$ cat src/rtl/cp0_interrupt_unit.sv
// Coprocessor-0 responder: MFC0/MTC0/ERET execution, external interrupt
// synchronisation, pending latch and PC redirect for handler entry/return.
module cp0_interrupt_unit #(
   parameter int unsigned       ADDR_W   = 32,
   parameter logic [ADDR_W-1:0] EHBR_RST = ADDR_W'(32'h0000_0100)
) (
   input  logic              clk,
   input  logic              rst,
   input  logic [1:0]        cp_oper,
   input  logic              exe_valid,
   input  logic [4:0]        addr_r,
   output logic [31:0]       data_r,
   input  logic [4:0]        addr_w,
   input  logic [31:0]       data_w,
   input  logic [ADDR_W-1:0] ret_addr,
   input  logic              ir_en,
   input  logic              ir_in,
   output logic              jump_en,
   output logic [ADDR_W-1:0] jump_addr,
   output logic              ir_active
);

   localparam logic [1:0] OP_MTC0 = 2'd2;
   localparam logic [1:0] OP_ERET = 2'd3;

   localparam logic [4:0] REG_STATUS = 5'd12;
   localparam logic [4:0] REG_CAUSE  = 5'd13;
   localparam logic [4:0] REG_EPC    = 5'd14;
   localparam logic [4:0] REG_EHBR   = 5'd25;

   localparam logic [1:0] S_IDLE    = 2'd0;
   localparam logic [1:0] S_TAKE    = 2'd1;
   localparam logic [1:0] S_SERVICE = 2'd2;
   localparam logic [1:0] S_RET     = 2'd3;

   logic [1:0]        state_q, state_d;
   logic              sync1_q, sync2_q, sync3_q;
   logic              pending_q, pending_d;
   logic              ie_q, ie_d;
   logic [ADDR_W-1:0] epc_q, epc_d;
   logic [ADDR_W-1:0] ehbr_q, ehbr_d;
   logic              jump_en_q, jump_en_d;
   logic [ADDR_W-1:0] jump_addr_q, jump_addr_d;
   logic              ir_active_q, ir_active_d;

   logic req;
   logic mtc0;
   logic eret;

   assign req  = sync2_q & ~sync3_q;
   assign mtc0 = exe_valid & (cp_oper == OP_MTC0);
   assign eret = exe_valid & (cp_oper == OP_ERET);

   assign jump_en   = jump_en_q;
   assign jump_addr = jump_addr_q;
   assign ir_active = ir_active_q;

   // Read port returns pre-write values, so same-cycle MFC0/MTC0 sees the old data
   always_comb begin
      data_r = 32'd0;
      case (addr_r)
         REG_STATUS: data_r = {31'd0, ie_q};
         REG_CAUSE:  data_r = {pending_q, 31'd0};
         REG_EPC:    data_r = 32'(epc_q);
         REG_EHBR:   data_r = 32'(ehbr_q);
         default:    data_r = 32'd0;
      endcase
   end

   always_comb begin
      state_d     = state_q;
      pending_d   = pending_q | req;
      ie_d        = ie_q;
      epc_d       = epc_q;
      ehbr_d      = ehbr_q;
      jump_en_d   = 1'b0;
      jump_addr_d = jump_addr_q;

      if (mtc0) begin
         case (addr_w)
            REG_STATUS: ie_d   = data_w[0];
            REG_EPC:    epc_d  = ADDR_W'(data_w);
            REG_EHBR:   ehbr_d = ADDR_W'(data_w);
            default:    ;
         endcase
      end

      // ERET is decoded ahead of entry so it wins a same-cycle contest
      case (state_q)
         S_IDLE: begin
            if (eret) begin
               jump_en_d   = 1'b1;
               jump_addr_d = epc_q;
            end else if (pending_q && ie_q && ir_en && exe_valid) begin
               state_d     = S_TAKE;
               epc_d       = ret_addr;
               pending_d   = req;
               jump_en_d   = 1'b1;
               jump_addr_d = ehbr_q;
            end
         end
         S_TAKE: state_d = S_SERVICE;
         S_SERVICE: begin
            if (eret) begin
               state_d     = S_RET;
               jump_en_d   = 1'b1;
               jump_addr_d = epc_q;
            end
         end
         S_RET:   state_d = S_IDLE;
         default: state_d = S_IDLE;
      endcase

      ir_active_d = (state_d == S_SERVICE);
   end

   always_ff @(posedge clk) begin
      if (rst) begin
         state_q     <= S_IDLE;
         sync1_q     <= 1'b0;
         sync2_q     <= 1'b0;
         sync3_q     <= 1'b0;
         pending_q   <= 1'b0;
         ie_q        <= 1'b0;
         epc_q       <= '0;
         ehbr_q      <= EHBR_RST;
         jump_en_q   <= 1'b0;
         jump_addr_q <= '0;
         ir_active_q <= 1'b0;
      end else begin
         state_q     <= state_d;
         sync1_q     <= ir_in;
         sync2_q     <= sync1_q;
         sync3_q     <= sync2_q;
         pending_q   <= pending_d;
         ie_q        <= ie_d;
         epc_q       <= epc_d;
         ehbr_q      <= ehbr_d;
         jump_en_q   <= jump_en_d;
         jump_addr_q <= jump_addr_d;
         ir_active_q <= ir_active_d;
      end
   end

endmodule

$ cat config.mk
export PLATFORM = sky130hd
export DESIGN_NAME = cp0_interrupt_unit
export DESIGN_NICKNAME = d
export VERILOG_FILES = /design/src/rtl/cp0_interrupt_unit.sv
export SDC_FILE = /design/constraint.sdc
export NUM_CORES = 1
export LEC_CHECK = 0
export CORE_MARGIN = 1.5
export CORE_UTILIZATION = 49
export DETAILED_ROUTE_END_ITERATION = 6
export PLACE_DENSITY = 0.81
export SYNTH_ARGS = -nofsm -noshare
export SYNTH_HDL_FRONTEND = slang
export SYNTH_SLANG_ARGS = --single-unit
export TNS_END_PERCENT = 5
$ cat constraint.sdc
create_clock -name clk -period 1.7 [get_ports clk]
set_input_delay 0.255 -clock clk [delete_from_list [all_inputs] [get_ports clk]]
set_output_delay 0.255 -clock clk [all_outputs]
set_load 0.02 [all_outputs]
Word-level counts from Yosys, hierarchy flattened
Index checks and enable logic that the tools add are counted.

Bitwise gates (word level): 5. Shift operators: 0. Reduce and logical (&&, ||, !) cells: 8. Div/mod/pow operators: 0. Multiplexer cells: 21. Multiply operators: 0. $lt $le $gt $ge: 0. Equal/unequal tests: 15. Add/subtract/negate cells: 0.

Operators with widths (count): two-way mux 32 bit (8); one-hot mux 32 bit (4 select lines) (1); one-hot mux 32 bit (2 select lines) (1); equality test 5 x 4 -> 1 bit (second input constant) (5); equality test 2 bit (second input constant) (5); equality test 5 bit (second input constant) (2); one-hot mux 2 bit (4 select lines) (1); two-way mux 1 bit (6); two-way mux 2 bit (3); AND reduction 2 bit (2); bitwise AND 1 bit (3); logical AND 1 bit (3); != test 3 bit (second input constant) (1); AND reduction 3 bit (1); equality test 2 x 1 -> 1 bit (second input constant) (1); logical NOT 2 bit (1); != test 2 bit (second input constant) (1); one-hot mux 1 bit (2 select lines) (1); nonzero test 2 bit (1); NOT 1 bit (1); OR 1 bit (1).

Register bits after elaboration: 105. Bits in writable memories: 0. Output and inout port bits: 66. Bits in read-only memories: 0. Memories kept: 0. Latch bits: 0. Word-level logic and storage cells: 60.

Depth between registers and ports, before layout
Depth after elaboration: 7. Depth in mapped cells: 7. Gate-level depth less buffers: 5.

Least setup slack after synthesis
OpenSTA, ideal clock, no wires.

Kind: register to register. Start: register state_q[0]. End: register jump_addr_q[10] (netlist: jump_addr[10]). Stages on the path, launching flop included: 8. Arrival time: 1.498 ns. Path slack: 0.111 ns. Period minus slack after synthesis: 1.589 ns. Library setup time: 0.091 ns. Path through: dfxtp_1 -> inv_1 -> ha_1 -> o2111a_1 -> buf_2 -> a21o_1 -> buf_2 -> a311oi_1.

Longest elaborated chain between the ends: 3. Elaborated cells on any way between the ends: 7. Those cells by class: eq/ne (3); mux (1); reduce/logical (3).

RTL lines: start: declaration (RTL line 36) `logic [1:0] state_q, state_d;`; start signal: assignment (RTL line 131) `state_q <= state_d;`; equality test 2 bit / logical NOT 2 bit (equally long branches) (RTL line 89) `case (state_q)`; != test 2 bit (no line) (tied with other cells); AND reduction 3 bit (no line); end signal: assignment (RTL line 140) `jump_addr_q <= jump_addr_d;`; end: declaration (RTL line 43) `logic [ADDR_W-1:0] jump_addr_q, jump_addr_d;`.

Several ways; a longest one is shown, not always the timed one. A chain may end at the register's enable or synchronous reset.

Final worst setup path
Start: register ehbr_q[31]. End: output data_r[31].

Longest elaborated chain between the ends: 1.

RTL lines: start: declaration (RTL line 41) `logic [ADDR_W-1:0] ehbr_q, ehbr_d;`; start signal: assignment (RTL line 138) `ehbr_q <= ehbr_d;`; one-hot mux 32 bit (4 select lines) (RTL line 61) `case (addr_r)`; end: declaration (RTL line 12) `output logic [31:0] data_r,`.

Every way passes these cells.

==> out/metrics.csv <==
stage,metric,value,unit
critical_path,timing.critical_path.slowest_stage_cell,sky130_fd_sc_hd__dfxtp_1,
logic_synthesis,yosys.area.top_type,sky130_fd_sc_hd__dfxtp_1,
critical_path,top_fanout_value_on_the_critical_path,2,
route,remaining_drc_errors,1,
sta,slew_viol_final,0,
clock_tree,cts_htree_levels,3,
die,die_height,108,um
pwr,p_clk_share,35.4,%
pwr,leakage_power_of_the_design,2.53,nW
final_layout,inserted_diodes,0,
critical_path,cp.buffers_inverters,1,
die,area_enclosed_by_the_die_boundary,11700,um2
global_routing,antenna_found_initial,0,
critical_path,crit_arrival,1490,ps
pwr,power.switching_fraction,26.9,%
critical_path,critPathRequiredTime,1440,ps
logic_synthesis,synth.avg_cell_area,8.57,um2
sta,rsz0062_at_grt,yes,
pwr,netSwitchingPower,1.41,mW
clock_tree,clock_insertion_delay_worst_skew,380,ps
sta,max_freq,573,MHz
die,initial_utilization,50.2,%
route,ant_nets,0,
logic_synthesis,synth_area,5410,um2
critical_path,worstSetupStartpointType,register,
clock_tree,cts_root_buf,sky130_fd_sc_hd__clkbuf_8,
run,drv_cap,0,
pwr,comb_power_share,16.2,%
logic_synthesis,post_synth_num_cell_types,40,
sta,final.setup.tns,-46.1,ps
clock_tree,tritoncts_num_sinks,105,
logic_synthesis,synth-seq-cells,105,
pwr,power.total,5.23,mW
sta,finalCritPeriodShare,103,%
global_routing,grt_max_degree,61,
route,wirelength,21.6,mm
clock_tree,cts_made_buffers,9,
sta,worstMarginPinSlew,452,ps
logic_synthesis,predominant_post_synthesis_flop_cell,sky130_fd_sc_hd__dfxtp_1,
clock_tree,cts_buffer_depth,2,
placement,dp_hpwl,13.0,mm
final_layout,layout_filler_cell_count,807,
critical_path,worst_setup_path_end_kind,output pin,
logic_synthesis,synth_top_area_share,38.8,%
run_status,violations,"DRC, setup timing",
final_layout,drive_above_1_share,19.1,%
placement,gp_routability_congestion,0.964,
sta,worst_slew_margin_rel,69.9,%
route,initialDrtViolationCount,821,
logic_synthesis,synth_warnings,0,
route,drt_pass1_iterations,7,
pwr,seq_power_share,48.4,%
placement,io_buffer_count,146,
sta,fin_skew,11.7,ps
logic_synthesis,mappedNetlistNets,715,
logic_synthesis,synth-edff-count,0,
sta,final-setup-viol-count,1,
global_routing,globalRouteOverflowTotal,0,
route,wl_per_cell,23.9,um
global_routing,grt_pass1_wl,32.2,mm
logic_synthesis,synth_most_common_cell,sky130_fd_sc_hd__dfxtp_1,
die,ioPinCount,147,
die,core,10800,um2
die,chipWidth,108,um
global_routing,track_usage,35.4,%
critical_path,worst_path_largest_cell_delay,380,ps
clock_tree,clkTransAtPathRegs,100,ps
logic_synthesis,synthTopCellsByArea,"sky130_fd_sc_hd__dfxtp_1, sky130_fd_sc_hd__o31ai_1, sky130_fd_sc_hd__nand4_1, sky130_fd_sc_hd__a311oi_1, sky130_fd_sc_hd__o41ai_1",
clock_tree,tritoncts,done,
global_routing,grt_pass1_vias,5876,
logic_synthesis,synth_sequential_area_ratio,38.8,%
route,vias,6498,
critical_path,timing.setup.critical_path_class,register to output pin,
final_layout,synth_to_layout_area_growth,43.2,%
pwr,power_density,674,nW/um2
pwr,worst_ir_drop_vdd,0.429,mV
die,row_count,38,
route,via_per_inst,7.18,
sta,fin_crit,1750,ps
final_layout,finish.net_count,843,
final_layout,fin_util,71.9,%
pwr,power.internal,3.82,mW
logic_synthesis,synth-async-reset-ratio,0,%
sta,timing.final.ws_setup,-46.1,ps
logic_synthesis,netlist_instances,632,
critical_path,crit_path_cell_trace,and3b_1 > a31oi_1 > o32ai_1 > buf_2,
sta,timing_hold_violations_final,0,
clock_tree,holdBufCountCts,0,
hold_path,hold_class,input pin to register,
critical_path,crit_family,flip-flops,
run_status,outcome,finished with violations,
logic_synthesis,netlist_top_cells_count,"sky130_fd_sc_hd__dfxtp_1, sky130_fd_sc_hd__clkbuf_1, sky130_fd_sc_hd__nand2_1",
[layout by cell type (no fill, tap or decap), drive strengths merged, types with 2 or more instances in the layout]
master,instances
ha,2
inv,7
nor2b,5
a21oi,34
o41ai,32
clkinv,2
a311oi,32
nand2,66
a31oi,36
and4,2
and3b,2
dfxtp,105
nor2,2
o31ai,65
a22o,30
nor4,2
bufinv,2
clkdlybuf4s50,107
clkbuf,14
nand4,65
o21ai,2
a211oi,32
buf,102
[cell families (layout without fill, tap and decap cells)]
group	after synthesis	in the layout	share of synthesized area, %
AO/OA/AOI/OAI	268	268	37.1
AND/OR/NAND/NOR	154	154	15.2
flip-flops	105	105	38.8
buffers and inverters	102	235	8.23
adder cells (fa/ha/maj)	2	2	0.462
multiplexers	1	1	0.185
[metrics by stage]
step                area, um2  worst slack, ps  std cells  hold slack (ps)
floorplan                5410              111        632              383
finish                   7750            -46.1        905              161
detailed placement       7200             -797        874              439
global route             7750            -77.5        905              160
CTS                      7580             5.36        902              149
global placement         7200             -729        874              427
[worst register-to-register path, stage by stage, from the launching register on]
cell and delay (ps):
sky130_fd_sc_hd__dfxtp_2 350, sky130_fd_sc_hd__inv_2 50, sky130_fd_sc_hd__ha_2 200, sky130_fd_sc_hd__o2111a_2 310
sky130_fd_sc_hd__a21o_4 250, sky130_fd_sc_hd__clkbuf_16 190, sky130_fd_sc_hd__a311oi_1 240
[registers in the layout (all words and copies together), names as in the netlist]
name       flops
ehbr_q        32
epc_q         32
jump_addr     32
state_q        2
ie_q           1
ir_active      1
jump_en        1
pending_q      1
sync1_q        1
sync2_q        1
sync3_q        1
[final timing paths]
kind	endpoint	cells after the start	startpoint	slack (ps)
worst min-delay path	sync1_q$_SDFF_PP0_	2	rst	160
worst max-delay path	data_r[31]	4	ehbr_q[31]$_SDFFE_PP0P_	-50
worst min register to register	sync2_q$_SDFF_PP0_	1	sync1_q$_SDFF_PP0_	460
worst max register to register	jump_addr[31]$_SDFFE_PP0P_	6	state_q[0]$_SDFF_PP0_	20
[metal layers]
metal  wire (um)  global-route usage [%]  vias up
met4         841                    16.0        0
met3        2540                    6.21       84
met1        8310                    48.1     3053
met5           0                       0        -
li1            -                       -     2809
met2        9900                    54.9      552
[area by class of cell]
class / count / area [um2] / share of cell area (%)
Clock inverter: 5 / 85.1 / 1.10
Multi-Input combinational cell: 425 / 3010 / 38.8
Clock buffer: 11 / 151 / 1.95
Timing Repair Buffer: 212 / 2210 / 28.4
Inverter: 7 / 27.5 / 0.355
Sequential cell: 105 / 2100 / 27.1
Tap cell: 140 / 175 / 2.26
[power groups by stage]
stage                     registers, mW  clock network (mW)  logic, mW
final                              2.53                1.85      0.847
after detailed placement           2.59                   0      0.766
after global routing               2.54                1.91      0.877
after floorplan                    2.63                   0      0.280
after CTS                          2.53                1.83      0.795
after global placement             2.59                   0      0.758
[what timing repair did]
item	in CTS	in global routing
gates cloned	5	3
setup endpoints to repair	56	94
pin swaps	9	5
setup buffers	8	0
gates resized for setup	198	31
Note: power is estimated with default switching activity, not from simulation.
